## config.mk

```make
export PLATFORM = sky130hd
export DESIGN_NAME = lsu_mem_master
export DESIGN_NICKNAME = d
export VERILOG_FILES = /design/src/rtl/lsu_mem_master.sv
export SDC_FILE = /design/constraint.sdc
export NUM_CORES = 1
export LEC_CHECK = 0
export BUFFER_PORTS_ARGS = -buffer_cell sky130_fd_sc_hd__buf_2
export CORE_AREA = 5 5 177 179
export DETAILED_ROUTE_END_ITERATION = 10
export DIE_AREA = 0 0 182 184
export PLACE_DENSITY = 0.7
export SLEW_MARGIN = 10
export SYNTH_ARGS = -nofsm -noshare
export SYNTH_HDL_FRONTEND = slang
export SYNTH_SLANG_ARGS = --single-unit
```

## constraint.sdc

```tcl
create_clock -name clock -period 3 [get_ports clock]
set_input_delay 0.3 -clock clock [delete_from_list [all_inputs] [get_ports clock]]
set_output_delay 0.3 -clock clock [all_outputs]
set_load 0.005 [all_outputs]
```

## src/rtl/lsu_mem_master.sv

```systemverilog
// Load/store initiator between the MEM stage and the doubleword data memory port.
// Define LSU_PERF_CNT_EN to add load/store/misalign/stall performance counters.
module lsu_mem_master #(
   parameter int unsigned MEM_LATENCY = 0
) (
   input  logic        clock,
   input  logic        reset,
   input  logic        req_valid,
   output logic        req_ready,
   input  logic        req_wen,
   input  logic [63:0] req_addr,
   input  logic [63:0] req_wdata,
   input  logic [1:0]  req_size,
   input  logic        req_unsigned,
   output logic        resp_valid,
   input  logic        resp_ready,
   output logic [63:0] resp_rdata,
   output logic        resp_misalign,
   output logic [63:0] mem_raddr,
   output logic [63:0] mem_waddr,
   output logic [63:0] mem_wdata,
   output logic [7:0]  mem_wmask,
   output logic        mem_read_en,
   output logic        mem_write_en,
   input  logic [63:0] mem_rdata
`ifdef LSU_PERF_CNT_EN
   ,
   output logic [31:0] perf_loads,
   output logic [31:0] perf_stores,
   output logic [31:0] perf_misalign,
   output logic [31:0] perf_stall
`endif
);

   typedef enum logic [1:0] {IDLE, ACCESS, WAIT, RESP} state_e;

   localparam logic [3:0] LAT = 4'(MEM_LATENCY);

   state_e      state_q, state_d;
   logic        wen_q, uns_q, mis_q;
   logic [63:0] addr_q, wdata_q, rdata_q;
   logic [1:0]  size_q;
   logic [3:0]  cnt_q;

   logic        accept, misalign_req, sample;
   logic [2:0]  off;
   logic [63:0] aligned_addr, lane, load_ext;
   logic [7:0]  size_mask;

   assign accept       = (state_q == IDLE) && req_valid;
   assign off          = addr_q[2:0];
   assign aligned_addr = {addr_q[63:3], 3'b000};
   assign sample       = ((state_q == ACCESS) && (LAT == 4'd0)) ||
                         ((state_q == WAIT) && (cnt_q == 4'd1));

   always_comb begin
      misalign_req = 1'b0;
      case (req_size)
         2'd1:    misalign_req = req_addr[0];
         2'd2:    misalign_req = |req_addr[1:0];
         2'd3:    misalign_req = |req_addr[2:0];
         default: misalign_req = 1'b0;
      endcase
   end

   // Pick the addressed lane out of the doubleword, then extend to 64 bits.
   always_comb begin
      lane     = mem_rdata >> {off, 3'b000};
      load_ext = lane;
      case (size_q)
         2'd0:    load_ext = uns_q ? {56'd0, lane[7:0]}  : {{56{lane[7]}},  lane[7:0]};
         2'd1:    load_ext = uns_q ? {48'd0, lane[15:0]} : {{48{lane[15]}}, lane[15:0]};
         2'd2:    load_ext = uns_q ? {32'd0, lane[31:0]} : {{32{lane[31]}}, lane[31:0]};
         default: load_ext = lane;
      endcase
   end

   always_comb begin
      size_mask = 8'hFF;
      case (size_q)
         2'd0:    size_mask = 8'h01;
         2'd1:    size_mask = 8'h03;
         2'd2:    size_mask = 8'h0F;
         default: size_mask = 8'hFF;
      endcase
   end

   always_ff @(posedge clock) begin
      if (reset) state_q <= IDLE;
      else       state_q <= state_d;
   end

   always_comb begin
      state_d = state_q;
      case (state_q)
         IDLE:    if (req_valid) state_d = misalign_req ? RESP : ACCESS;
         ACCESS:  state_d = (LAT == 4'd0) ? RESP : WAIT;
         WAIT:    if (cnt_q == 4'd1) state_d = RESP;
         RESP:    if (resp_ready) state_d = IDLE;
         default: state_d = IDLE;
      endcase
   end

   always_comb begin
      req_ready     = (state_q == IDLE);
      resp_valid    = (state_q == RESP);
      resp_rdata    = resp_valid ? rdata_q : 64'd0;
      resp_misalign = resp_valid && mis_q;
      mem_read_en   = !wen_q && ((state_q == ACCESS) || (state_q == WAIT));
      mem_write_en  = wen_q && (state_q == ACCESS);
      mem_raddr     = mem_read_en  ? aligned_addr : 64'd0;
      mem_waddr     = mem_write_en ? aligned_addr : 64'd0;
      mem_wdata     = mem_write_en ? (wdata_q << {off, 3'b000}) : 64'd0;
      mem_wmask     = mem_write_en ? (size_mask << off) : 8'd0;
   end

   always_ff @(posedge clock) begin
      if (reset) begin
         wen_q   <= 1'b0;
         uns_q   <= 1'b0;
         mis_q   <= 1'b0;
         addr_q  <= 64'd0;
         wdata_q <= 64'd0;
         size_q  <= 2'd0;
         rdata_q <= 64'd0;
         cnt_q   <= 4'd0;
      end else begin
         if (accept) begin
            wen_q   <= req_wen;
            uns_q   <= req_unsigned;
            mis_q   <= misalign_req;
            addr_q  <= req_addr;
            wdata_q <= req_wdata;
            size_q  <= req_size;
            rdata_q <= 64'd0;
         end
         if (state_q == ACCESS)    cnt_q <= LAT;
         else if (state_q == WAIT) cnt_q <= cnt_q - 4'd1;
         // Stores keep the zero loaded at accept.
         if (sample && !wen_q) rdata_q <= load_ext;
      end
   end

`ifdef LSU_PERF_CNT_EN
   logic [31:0] perf_loads_q, perf_stores_q, perf_misalign_q, perf_stall_q;

   always_ff @(posedge clock) begin
      if (reset) begin
         perf_loads_q    <= 32'd0;
         perf_stores_q   <= 32'd0;
         perf_misalign_q <= 32'd0;
         perf_stall_q    <= 32'd0;
      end else begin
         if (accept && !misalign_req &&  req_wen) perf_stores_q   <= perf_stores_q + 32'd1;
         if (accept && !misalign_req && !req_wen) perf_loads_q    <= perf_loads_q + 32'd1;
         if (accept &&  misalign_req)             perf_misalign_q <= perf_misalign_q + 32'd1;
         if ((state_q == RESP) && !resp_ready)    perf_stall_q    <= perf_stall_q + 32'd1;
      end
   end

   assign perf_loads    = perf_loads_q;
   assign perf_stores   = perf_stores_q;
   assign perf_misalign = perf_misalign_q;
   assign perf_stall    = perf_stall_q;
`endif

endmodule

```

==> reports/metrics.yaml <==
outcome:
  status: "completed"
floorplan:
  fp-row-count: 63
  dieArea_um2: 33500
  die_h_um: 184
  die-width_um: 182
  start_util_pct: 41.8
  core_region_area_um2: 29400
  io_pins: 469
timing:
  fin_crit_sh_pct: 95.4
  period_minus_slack_ns: 2.86
  setup_tns_ns: 0
  tightest_slew_ns: 0.858
  rsz0062_at_grt: "no"
  fin_skew_ns: 0.0241
  slew_violations: 0
  setup_ws_ns: 0.137
  finalSetupViolCount: 0
  finalHoldViolations: 0
  max_freq_mhz: 349
  holdWs_ns: 0.0142
  slew_headroom_pct: 42.7
synthesis:
  yosysWarnings: 0
  syn-cell-area_um2: 12300
  ys_seq_elements: 203
  syn-mean-instance-area_um2: 7.98
  synth_cell_types: 58
  postSynthCellCount: 1539
  async_reset_ff_share_pct: 0
  yosysSeqAreaShare_pct: 33.1
  synth_ff_type: "dfxtp_1"
  synth-edff-count: 0
worst_setup_path:
  r2r_end: "rdata_q[14]"
  rr_worst_depth: 8
  worst_ep_required_time_ns: 2.70
  crit_path_start: "addr_q[1]"
  reg2reg_slack_ns: 0.64
  cp_data_arrival_time_ns: 2.56
  path_class: "reg -> out"
  crit_path_end_kind: "output pin"
  worstPathMaxFanout: 41
  cp-endpoint: "mem_wdata[49]"
  r2r-start: "state_q[0]"
  start_kind: "register"
cts:
  clkTransAtPathRegs_ns: 0.06
  clockRootBuffer: "clkbuf_16"
  cts_resized: 0
  numCtsBuffers: 23
  insertion_delay_ns: 0.52
  cts_buffer_depth: 3
  h-tree-depth: 1
  clock_sinks: 203
  cts_tree: "built"
global_route:
  grt_pass1_wl_um: 72600
  grt_start_max_net_pins: 107
  grt_pass1_vias: 12600
  grt_overflow: 0
  grt_use_total_pct: 26.9
  antenna_found_initial: 7
power:
  power_mw: 10.7
  power_density_nw_per_um2: 685
  internal-power_mw: 6.50
  comb_power_share_pct: 37.5
  leakage_nw: 7.11
  swShare_pct: 39.1
  clockPowerShare_pct: 26.9
  power_switching_mw: 4.18
  seqPwrFrac_pct: 35.6
  vdd_ir_drop_max_v: 0.000371
layout:
  drive_gt1_share_pct: 33.0
  final_cell_mix: "buf_2, nand2_1, dfxtp_1"
  final_common_cell: "buf_2"
  area.growth.synth_to_final_pct: 26.9
  nNetsFinal: 2123
job:
  maxCapViolCount: 0
detailed_routing:
  drt-initial-drc-count: 1242
  drt-total-wl_um: 48100
  antenna_left: 0
  viasPerCell: 5.68
  wl_per_cell_um: 20.7
  first_pass_iters: 6
  vias: 13200
  drc_errors: 0
placement:
  gp_congestion: 0.983
  hpwl_um: 35700
  place_ws_ns: 0.672
  port_buffers: 462
hold_path:
  hp-class: "in -> reg"
state kept, by name, summed over array words and instances, names as in the netlist:
signal	cells
addr_q	64
state_q	2
rdata_q	64
wen_q	1
mis_q	1
size_q	2
cnt_q	4
wdata_q	64
uns_q	1
worst min-delay path by stage:
| stage | slack [ns] | startpoint | cells past startpoint | to |
|---|---|---|---|---|
| floorplan | 0.42 | rdata_q[47] | 2 | rdata_q[47] |
| global placement | 0.43 | rdata_q[60] | 2 | rdata_q[60] |
| detailed placement | 0.44 | rdata_q[57] | 2 | rdata_q[57] |
| CTS | 0.0001 | req_wdata[19] | 3 | wdata_q[19] |
| global route | 0.01 | req_wdata[7] | 3 | wdata_q[7] |
| finish | 0.01 | req_wdata[4] | 3 | wdata_q[4] |
logic make-up after synthesis:
| family | count (synthesis) | synth area share, % |
|---|---|---|
| buffers and inverters | 162 | 5.76 |
| other | 1 | 0.0305 |
| AND/OR/NAND/NOR | 668 | 25.7 |
| multiplexers | 145 | 16.9 |
| XOR/XNOR | 3 | 0.214 |
| flip-flops | 203 | 33.1 |
| AO/OA/AOI/OAI | 349 | 17.5 |
| adder cells (fa/ha/maj) | 8 | 0.815 |
what timing repair did:
action / in CTS / in global routing
endpoints found under the setup margin: 0 / 0
buffers inserted: 0 / 0
endpoints found under the hold margin: 3 / 0
hold buffers: 3 / 0
metal layers:
metal  track usage [%]  share of wire (%)  vias up
li1                  -                  -     6101
met1              34.0                 39     6234
met2              44.7                 47      700
met3              7.02                 10      127
met4              9.67                3.6       14
met5                 0               0.20        -
power by group through the flow:
| stage | logic (mW) | registers (mW) | clock network, mW |
|---|---|---|---|
| 4_1_cts | 3.99 | 3.78 | 2.92 |
| 2_1_floorplan | 2.86 | 3.56 | 0 |
| 3_5_place_dp | 3.97 | 3.84 | 0 |
| 3_3_place_gp | 3.87 | 3.81 | 0 |
| 6_report | 4.01 | 3.80 | 2.87 |
| 5_1_grt | 4.41 | 3.86 | 3.01 |
worst max-delay path: stages (launching register included):
cell	delay, ns
dfxtp_4	0.61
buf_4	0.53
mux2i_1	0.24
o21ai_0	0.13
mux2i_1	0.27
nor2_1	0.07
buf_2	0.14
area by class of cell:
type                       instances  area (um^2)
clock inverter                    11          134
tap                              390          488
timing repair buffer             496         2660
sequential                       203         4080
antenna                            1         2.50
multi-input combinational       1179         7570
fill                            2827        13800
clock buffer                      29          618
inverter                          12         45.0
stage by stage:
step,cells,cell area [um^2],util [%]
floorplan,1544,12300,-
global placement,2277,14800,50.4
detailed placement,2277,14800,50.4
CTS,2320,15600,53.0
global route,2320,15600,53.0
finish,2321,15600,53.0
Yosys cell counts (2+ instances only):
cell type  count  area, um^2
mux2i_1       68         681
buf_4         13        97.6
o21ai_0       14        70.1
a222oi_1       6        60.1
a21oi_1      197         986
nor3_1         9        45.0
a221oi_1      11        96.3
a22o_1         9        78.8
a211oi_1      17         128
o21ai_1       32         160
nor2b_1        6        37.5
mux2_2        29         327
o22ai_1        3        18.8
dfxtp_1      203        4060
nor2_1       101         379
inv_2          2        7.51
buf_2         28         140
nor3_2         2        20.0
inv_1         10        37.5
nand2_1      318        1190
a2bb2oi_1      2        17.5
a211oi_2       9         113
or3_1          4        25.0
a22oi_1        8        60.1
buf_1         12        45.0
clkbuf_1      95         357
a311oi_1       6        52.6
a31oi_1        9        56.3
buf_6          2        22.5
ha_1           8         100
mux4_2        47        1060
nand2b_1       4        25.0
xnor2_1        2        17.5
a221o_1        7        70.1
a2111oi_0      2        17.5
and3_1        71         444
a32oi_1        7        61.3
and2_1       146         913
No activity file was read; power rests on OpenSTA's default activity.
